<file path="config.mk">
export PLATFORM = sky130hd
export DESIGN_NAME = rr_arbiter_4_flat
export DESIGN_NICKNAME = d
export VERILOG_FILES = /design/src/rtl/rr_arbiter_4_if.sv /design/src/rtl/rr_arbiter_4.sv /design/src/flat_wrapper.sv
export SDC_FILE = /design/constraint.sdc
export NUM_CORES = 1
export LEC_CHECK = 0
export BUFFER_PORTS_ARGS = -buffer_cell sky130_fd_sc_hd__buf_4
export CAP_MARGIN = 5
export CORE_UTILIZATION = 45
export CTS_CLUSTER_SIZE = 30
export DETAILED_ROUTE_END_ITERATION = 7
export GPL_ROUTABILITY_DRIVEN = 0
export PLACE_DENSITY = 0.65
export SYNTH_ARGS = -nofsm -noshare
export SYNTH_HDL_FRONTEND = slang
export SYNTH_SLANG_ARGS = --single-unit
</file>
<file path="constraint.sdc">
create_clock -name clk -period 5.3 [get_ports clk]
set_clock_uncertainty 0.2 [all_clocks]
set_input_delay 1.06 -clock clk [delete_from_list [all_inputs] [get_ports clk]]
set_output_delay 1.06 -clock clk [all_outputs]
set_load 0.005 [all_outputs]
</file>
<file path="src/rtl/rr_arbiter_4_if.sv">
// Request/grant bundle shared by the round-robin arbiter and its requesters.
// The requester side (master) drives enable and requests; the arbiter
// (slave) returns the registered grant, owner index, valid and timeout pulse.
interface rr_arbiter_4_if;
   logic       en;
   logic [3:0] req;
   logic [3:0] gnt;
   logic [1:0] gnt_idx;
   logic       gnt_valid;
   logic       timeout;

   modport master (
      output en, req,
      input  gnt, gnt_idx, gnt_valid, timeout
   );

   modport slave (
      input  en, req,
      output gnt, gnt_idx, gnt_valid, timeout
   );
endinterface

</file>
<file path="src/rtl/rr_arbiter_4.sv">
// Four-way round-robin arbiter with a hold limit. The owner keeps the grant
// while it requests, for at most MAX_HOLD consecutive cycles when others wait.
// All outputs are registered; there is no combinational path from req to gnt.
module rr_arbiter_4 #(
   parameter int MAX_HOLD = 8
) (
   input  logic           clk,
   input  logic           rst_n,
   rr_arbiter_4_if.slave  bus
);

   localparam int CW = (MAX_HOLD > 1) ? $clog2(MAX_HOLD) : 1;
   localparam logic [CW-1:0] HOLD_LAST = CW'(MAX_HOLD - 1);

   typedef enum logic {IDLE, BUSY} state_t;

   typedef struct packed {
      logic       found;
      logic [1:0] idx;
   } pick_t;

   // First asserted request in the order last+1, last+2, last+3, last.
   function automatic pick_t rr_pick(input logic [3:0] r, input logic [1:0] last);
      pick_t      res;
      logic [1:0] idx;
      res = '0;
      // Walk from lowest to highest priority so the last hit is the winner.
      for (int i = 4; i >= 1; i--) begin
         idx = last + i[1:0];
         if (r[idx]) begin
            res.found = 1'b1;
            res.idx   = idx;
         end
      end
      return res;
   endfunction

   state_t        state_q, state_d;
   logic [3:0]    gnt_q, gnt_d;
   logic [1:0]    gnt_idx_q, gnt_idx_d;   // doubles as the priority pointer
   logic [CW-1:0] cnt_q, cnt_d;
   logic          timeout_q, timeout_d;
   logic          gnt_valid_q, gnt_valid_d;

   pick_t win_all;
   pick_t win_other;

   // Candidate winners: among all requests, and excluding the current owner.
   assign win_all   = rr_pick(bus.req, gnt_idx_q);
   assign win_other = rr_pick(bus.req & ~gnt_q, gnt_idx_q);

   // Next-state and next-output logic for the IDLE/BUSY machine.
   always_comb begin
      // NOTE: every signal gets a default first so no path infers a latch.
      state_d     = state_q;
      gnt_d       = gnt_q;
      gnt_idx_d   = gnt_idx_q;
      cnt_d       = cnt_q;
      timeout_d   = 1'b0;

      unique case (state_q)
         IDLE: begin
            gnt_d = '0;
            if (bus.en && win_all.found) begin
               state_d   = BUSY;
               gnt_d     = 4'b0001 << win_all.idx;
               gnt_idx_d = win_all.idx;
               cnt_d     = '0;
            end
         end

         BUSY: begin
            if (!bus.en) begin
               // Enable wins over release and timeout; pointer is kept.
               state_d = IDLE;
               gnt_d   = '0;
            end else if (!bus.req[gnt_idx_q]) begin
               // Voluntary release: hand over on the same edge if possible.
               if (win_all.found) begin
                  gnt_d     = 4'b0001 << win_all.idx;
                  gnt_idx_d = win_all.idx;
                  cnt_d     = '0;
               end else begin
                  state_d = IDLE;
                  gnt_d   = '0;
               end
            end else if (cnt_q == HOLD_LAST) begin
               // Hold limit reached: force a handover if anyone else waits.
               timeout_d = 1'b1;
               cnt_d     = '0;
               if (win_other.found) begin
                  gnt_d     = 4'b0001 << win_other.idx;
                  gnt_idx_d = win_other.idx;
               end
            end else begin
               cnt_d = cnt_q + 1'b1;
            end
         end

         default: begin
            state_d = IDLE;
            gnt_d   = '0;
         end
      endcase

      gnt_valid_d = (state_d == BUSY);
   end

   // State and output registers with asynchronous clear.
   always_ff @(posedge clk or negedge rst_n) begin
      // NOTE: the arbiter holds only a few control flops, so all of them are
      // reset; pointer starts at 3 so the first search begins at requester 0.
      if (!rst_n) begin
         state_q     <= IDLE;
         gnt_q       <= '0;
         gnt_idx_q   <= 2'd3;
         cnt_q       <= '0;
         timeout_q   <= 1'b0;
         gnt_valid_q <= 1'b0;
      end else begin
         // NOTE: non-blocking assignments so every flop samples pre-edge values.
         state_q     <= state_d;
         gnt_q       <= gnt_d;
         gnt_idx_q   <= gnt_idx_d;
         cnt_q       <= cnt_d;
         timeout_q   <= timeout_d;
         gnt_valid_q <= gnt_valid_d;
      end
   end

   assign bus.gnt       = gnt_q;
   assign bus.gnt_idx   = gnt_idx_q;
   assign bus.gnt_valid = gnt_valid_q;
   assign bus.timeout   = timeout_q;

endmodule

</file>
<file path="src/flat_wrapper.sv">
// flat-port wrapper written by rule: the top's interface ports become plain ports
module rr_arbiter_4_flat 
#(
   parameter int MAX_HOLD = 8
)
  (clk, rst_n, bus_en, bus_req, bus_gnt, bus_gnt_idx, bus_gnt_valid, bus_timeout);
  rr_arbiter_4_if bus_i ();
  input  logic clk;
  input  logic rst_n;
  input wire logic [$bits(bus_i.en)-1:0] bus_en;
  input wire logic [$bits(bus_i.req)-1:0] bus_req;
  output wire logic [$bits(bus_i.gnt)-1:0] bus_gnt;
  output wire logic [$bits(bus_i.gnt_idx)-1:0] bus_gnt_idx;
  output wire logic [$bits(bus_i.gnt_valid)-1:0] bus_gnt_valid;
  output wire logic [$bits(bus_i.timeout)-1:0] bus_timeout;
  assign bus_i.en = bus_en;
  assign bus_i.req = bus_req;
  assign bus_gnt = bus_i.gnt;
  assign bus_gnt_idx = bus_i.gnt_idx;
  assign bus_gnt_valid = bus_i.gnt_valid;
  assign bus_timeout = bus_i.timeout;
  rr_arbiter_4 #(.MAX_HOLD(MAX_HOLD)) u_core (.clk(clk), .rst_n(rst_n), .bus(bus_i));
endmodule
</file>
Word level (Yosys, flattened, before mapping):

Index checks and enable logic that the tools add are counted.

* RAM bits: 0
* logic and storage cells: 83
* input bits: 7
* bits in registers: 11
* memories: 0
* ROM bits: 0
* output and inout bits: 8
* bits in latches: 0

* shift-type cells: 2
* multiply operators: 0
* equality and inequality tests: 8
* magnitude comparators: 4
* add/sub/neg operators: 4
* multiplexer cells: 53
* reductions and logical operators: 4
* divide/modulo/power cells: 0
* bitwise logic cells: 3

Operators with widths (count)
* 2-to-1 mux 3 bit: 13
* 2-to-1 mux 4 bit: 6
* binary-select mux 1 bit (select 2 bit): 8
* 2-to-1 mux 1 bit: 16
* less-than comparator 2 x 3 -> 1 bit, second input constant: 4
* 2-to-1 mux 2 bit: 6
* inequality test 3 bit, second input constant: 3
* inequality test 4 bit, second input constant: 2
* one-hot mux 4 bit (2 select lines): 1
* left shift 1 x 2 -> 4 bit, first input constant: 2
* one-hot mux 3 bit (2 select lines): 1
* AND reduction 5 bit: 1
* adder 2 bit, second input constant: 2
* bitwise AND 4 bit: 1
* inverter 4 bit: 1
* one-hot mux 2 bit (2 select lines): 1
* adder 3 x 1 -> 3 bit, second input constant: 1
* equality test 3 bit, second input constant: 1
* AND reduction 3 bit: 1
* adder 2 x 1 -> 2 bit, second input constant: 1
* inequality test 2 x 1 -> 1 bit, second input constant: 1
* inequality test 2 bit, second input constant: 1
* one-hot mux 1 bit (2 select lines): 1
* AND reduction 2 bit: 1
* other kinds (2): 2

Longest topological paths before layout:

* word-level depth: 14
* gate-level depth with buffers: 7
* mapped depth without buffers: 7

Worst setup path after synthesis:

OpenSTA, ideal clock, no wires.

* kind: input to register
* start point: input bus_req[2]
* end point: register u_core.gnt_q[0], in the netlist u_core.bus.gnt[0]
* setup time: 137 ps
* slack: 2731 ps
* data required time: 4963 ps
* path buffers: 1
* stages: 5
* arrival time: 2232 ps
* cells stage by stage: buf_2 -> o41ai_2 -> nor2_1 -> a32oi_1 -> a31oi_1

* cells in the longest elaborated chain, start to end: 13
* elaborated cells on any way between the ends: 38
* classes of those cells: eq/ne (2); shift (2); mux (31); bitwise (1); reduce/logical (2)

RTL lines
* start: declaration: line flat_wrapper.sv:11 `input wire logic [$bits(bus_i.req)-1:0] bus_req;`
* bitwise AND 4 bit: line rr_arbiter_4.sv:50 `assign win_other = rr_pick(bus.req & ~gnt_q, gnt_idx_q);`
* binary-select mux 1 bit (select 2 bit): line rr_arbiter_4.sv:30 `if (r[idx]) begin`
* 2-to-1 mux 1 bit (implied by the code): line rr_arbiter_4.sv:30
* 2-to-1 mux 3 bit (4 in a row): line rr_arbiter_4.sv:30
* left shift 1 x 2 -> 4 bit: line rr_arbiter_4.sv:92 `gnt_d = 4'b0001 << win_other.idx;`
* 2-to-1 mux 4 bit: line rr_arbiter_4.sv:91 `if (win_other.found) begin`
* 2-to-1 mux 4 bit: line rr_arbiter_4.sv:87 `end else if (cnt_q == HOLD_LAST) begin`
* 2-to-1 mux 4 bit: line rr_arbiter_4.sv:77 `end else if (!bus.req[gnt_idx_q]) begin`
* 2-to-1 mux 4 bit: line rr_arbiter_4.sv:73 `if (!bus.en) begin`
* one-hot mux 4 bit (2 select lines): line rr_arbiter_4.sv:61 `unique case (state_q)`
* end signal: assignment: line rr_arbiter_4.sv:123 `gnt_q <= gnt_d;`
* end: declaration: line rr_arbiter_4.sv:39 `logic [3:0] gnt_q, gnt_d;`

Parallel ways exist; a longest one is shown, timed or not. The select of a mux whose other input is x is not followed.
A chain may end at the register's enable or synchronous reset.

Worst setup path after layout:

Same ends and word-level chain as after synthesis.

==> flow_summary.rst <==
.. list-table::
   :header-rows: 1

   * - Metric
     - Value
   * - Total detailed-routing wirelength
     - 2.072 mm
   * - Worst slew pin tran
     - 753.2 ps
   * - Max-slew violation count
     - 0
   * - Switch share
     - 41.67%
   * - Per-cell routed wire length
     - 14.10 µm
   * - Overall Global Routing Usage
     - 22.72%
   * - H-tree depth reported by CTS
     - 1
   * - Via density
     - 5.850
   * - Leak Pwr
     - 0.4551 nW
   * - Initial Util
     - 47.74%
   * - Row Count
     - 16
   * - Maximum number of buffers from clock root to sink
     - 2
   * - Total die area
     - 0.002246 mm²
   * - Number of flops mapped to enable cells by yosys
     - 0
   * - Achievable Freq
     - 404.5 MHz
   * - Setup violators final
     - 0
   * - Minimum clock period
     - 2472 ps
   * - Synthesized-area fraction occupied by adder cells
     - 2.699%
   * - Initial antenna violation count
     - 0
   * - Critical Path Source
     - bus_req[2]
   * - Post-synthesis cell count
     - 108
   * - Largest family of logic cells by synthesized area
     - simple AND/OR/NAND/NOR gates
   * - Primary flip-flop cell chosen by synthesis mapping
     - sky130_fd_sc_hd__dfrtp_1
   * - Int Power
     - 0.2564 mW
   * - Xor/xnor share of the synthesized area
     - 0%
   * - Post-CTS Repair Setup Buffers
     - 0
   * - Via count
     - 860
   * - Clock Latency Late Sink
     - 270 ps
   * - Grt ovf
     - 0
   * - Post-Syn Nets
     - 117
   * - Origin of the critical flop-to-flop path
     - u_core.bus.gnt_idx[1]
   * - Die span in y
     - 47.39 µm
   * - Clock tree from TritonCTS
     - done
   * - Critical setup path kind
     - in -> reg
   * - Number of hold-repair buffers added at the cts stage
     - 0
   * - Cell type contributing the most total cell area after synthesis
     - sky130_fd_sc_hd__dfrtp_1
   * - Number of warnings issued by yosys
     - 0
   * - Crit path capture type
     - flip-flop
   * - Worst hold-check slack
     - 290.9 ps
   * - Compound-cell area share of the yosys netlist
     - 28.21%
   * - Post-CTS clock slew at the launch and capture registers of the worst setup and hold paths
     - 70 ps
   * - Worst slew slack as a fraction of its limit
     - 49.24%
   * - Required time of the worst setup path
     - 5240 ps
   * - Post-detailed-placement half-perimeter wirelength
     - 1.543 mm
   * - Max-cap violations
     - 0
   * - Power share of the sequential group
     - 37.0%
   * - Most common cell in the synthesized netlist
     - sky130_fd_sc_hd__nand2_1
   * - Hold Vio Cnt, Final
     - 0
   * - Number of DRC markers after the initial detailed-route iteration
     - 23
   * - Core region area
     - 0.001942 mm²
   * - Die Wd
     - 47.39 µm
   * - Final ANT Viol Nets
     - 0
   * - Number of flip-flops and latches in the synthesized netlist
     - 11
   * - Count of buffers from port buffering
     - 14
   * - Sequential cell area fraction in the yosys report
     - 29.96%
   * - Fraction of layout instances using a drive strength above 1
     - 20.83%
   * - Logic gate share of total power
     - 50.1%
   * - Post-synthesis mux area share
     - 2.429%
   * - Worst min-delay path class
     - reg -> reg
   * - Via count of the first global-routing pass
     - 779
   * - Clock power frac
     - 12.9%
   * - Outcome
     - finished clean
   * - Post-Synth Simple-Gate Area
     - 30.09%
   * - Highest net fanout along the worst path
     - 10
   * - Worst voltage drop across the vdd grid
     - 299.9 µV
   * - Total power
     - 0.4396 mW
   * - Top cells by count, synth
     - 10 x sky130_fd_sc_hd__nand2_1, 9 x sky130_fd_sc_hd__dfrtp_1, 8 x sky130_fd_sc_hd__nor2_1
   * - Post-synthesis async set-or-reset flop share
     - 100.0%
   * - Number of clock sinks
     - 11
   * - Number of buffers created by CTS
     - 3
   * - Number of detailed-routing iterations run before antenna repair
     - 4
   * - Number of distinct library cells after synthesis
     - 45
   * - Period utilisation layout
     - 46.65%
   * - Top post-synthesis cells by area
     - sky130_fd_sc_hd__dfrtp_1 24%, sky130_fd_sc_hd__dfstp_2 5.7%, sky130_fd_sc_hd__nand2b_1 4.7%
   * - Arr. time, crit path
     - 2410 ps
   * - Net Sw Power
     - 0.1832 mW
   * - Final total negative setup slack
     - 0 ps
   * - Design Area, Final
     - 0.001050 mm²
   * - Number of gates resized after cts
     - 0
   * - Power per unit of standard cell area
     - 418.8 mW/mm²
   * - Launching element type of the critical path
     - input port
   * - Number of inserted diodes
     - 0
   * - Area Growth Syn to Fin
     - 13.23%
   * - DP Area
     - 0.001023 mm²
   * - First-pass GRT wire length
     - 3.601 mm
   * - Mapped Area
     - 927.1 µm²
   * - Top-level port count
     - 15
   * - Nets
     - 130
   * - Area share of the largest cell type after synthesis
     - 24.29%
   * - Library cell used as clock root buffer
     - sky130_fd_sc_hd__clkbuf_4
   * - DRC viols
     - 0
   * - Pin count of the biggest net entering global routing
     - 16
   * - Start point of the worst hold path
     - u_core.cnt_q[2]
   * - Unrepaired setup endpoints after global routing
     - false
   * - Mapped Avg Cell Area
     - 8.585 µm²
-- stage by stage --
| stage | setup WS, ps | cells | util, % |
|---|---|---|---|
| 2_1_floorplan | 2731 | 108 | - |
| 3_3_place_gp | 2605 | 143 | 52.71 |
| 3_5_place_dp | 2567 | 143 | 52.71 |
| 4_1_cts | 2867 | 147 | 54.06 |
| 5_1_grt | 2712 | 147 | 54.06 |
| 6_report | 2828 | 147 | 54.06 |
-- worst max-delay path, stage by stage --
cell                      delay [ps]
sky130_fd_sc_hd__buf_4           150
sky130_fd_sc_hd__o41ai_2         740
sky130_fd_sc_hd__nor2_1          130
sky130_fd_sc_hd__a32oi_1         230
sky130_fd_sc_hd__a31oi_1         110
-- cell usage in the layout (no fill, tap or decap), types with 2 or more instances in the layout --
| master | synthesis | final |
|---|---|---|
| sky130_fd_sc_hd__a21oi_1 | 7 | 7 |
| sky130_fd_sc_hd__a22oi_1 | 2 | 2 |
| sky130_fd_sc_hd__a31oi_1 | 3 | 3 |
| sky130_fd_sc_hd__and2_1 | 2 | 2 |
| sky130_fd_sc_hd__buf_4 | 0 | 14 |
| sky130_fd_sc_hd__clkbuf_4 | 0 | 3 |
| sky130_fd_sc_hd__dfrtp_1 | 9 | 9 |
| sky130_fd_sc_hd__dfstp_2 | 2 | 2 |
| sky130_fd_sc_hd__ha_1 | 2 | 2 |
| sky130_fd_sc_hd__inv_1 | 5 | 5 |
| sky130_fd_sc_hd__nand2_1 | 10 | 10 |
| sky130_fd_sc_hd__nand2b_1 | 7 | 7 |
| sky130_fd_sc_hd__nand3_1 | 2 | 2 |
| sky130_fd_sc_hd__nand3b_1 | 4 | 4 |
| sky130_fd_sc_hd__nor2_1 | 8 | 8 |
| sky130_fd_sc_hd__nor3_1 | 3 | 3 |
| sky130_fd_sc_hd__o21ai_0 | 5 | 5 |
| sky130_fd_sc_hd__o22a_1 | 3 | 3 |
| sky130_fd_sc_hd__or3b_1 | 2 | 2 |
-- routing by layer --
layer  global-route usage (%)  vias to the layer above  wire length [µm]
met5                        0                        -                 0
met2                    35.34                       15               996
met4                    1.714                        0                 0
li1                         -                      429                 -
met3                    5.769                        0                71
met1                    33.10                      416              1004
-- area by class of cell --
| cell class | instances | area [µm²] |
|---|---|---|
| tap | 27 | 33.78 |
| sequential | 11 | 277.8 |
| clock buffer | 4 | 26.28 |
| fill | 187 | 892.1 |
| inverter | 5 | 18.77 |
| multi-input combinational | 86 | 588.1 |
| timing repair buffer | 14 | 105.1 |
-- cell families after synthesis --
logic type,Yosys count
buffers and inverters,11
adders and majority gates,2
and+or+nand+nor,48
AOI/OAI and AO/OA,35
DFF,11
muxes,1
-- registers in the layout, summed over array words and instances, names as in the netlist --
| signal | count |
|---|---|
| u_core.bus.gnt | 4 |
| u_core.bus.gnt_idx | 2 |
| u_core.bus.timeout | 1 |
| u_core.cnt_q | 3 |
| u_core.state_q | 1 |
-- power groups by stage --
stage               Clock [mW]  Sequential (mW)  Combinational, mW
floorplan                    0            0.139              0.174
global placement             0            0.162              0.220
detailed placement           0            0.165              0.219
CTS                     0.0602            0.163              0.220
global route            0.0622            0.170              0.249
finish                  0.0567            0.163              0.220
-- final timing paths --
check,end,slack (ps),cells past startpoint
min in group asynchronous,u_core.bus.gnt[2],410,1
worst max-delay path,u_core.bus.gnt[0],2830,5
worst min register to register,u_core.cnt_q[2],290,2
max in group asynchronous,u_core.bus.gnt_idx[0],4260,1
worst min-delay path,u_core.cnt_q[2],290,2
worst max register to register,u_core.bus.gnt[2],3150,5
Note: power is estimated with default switching activity, not from simulation.
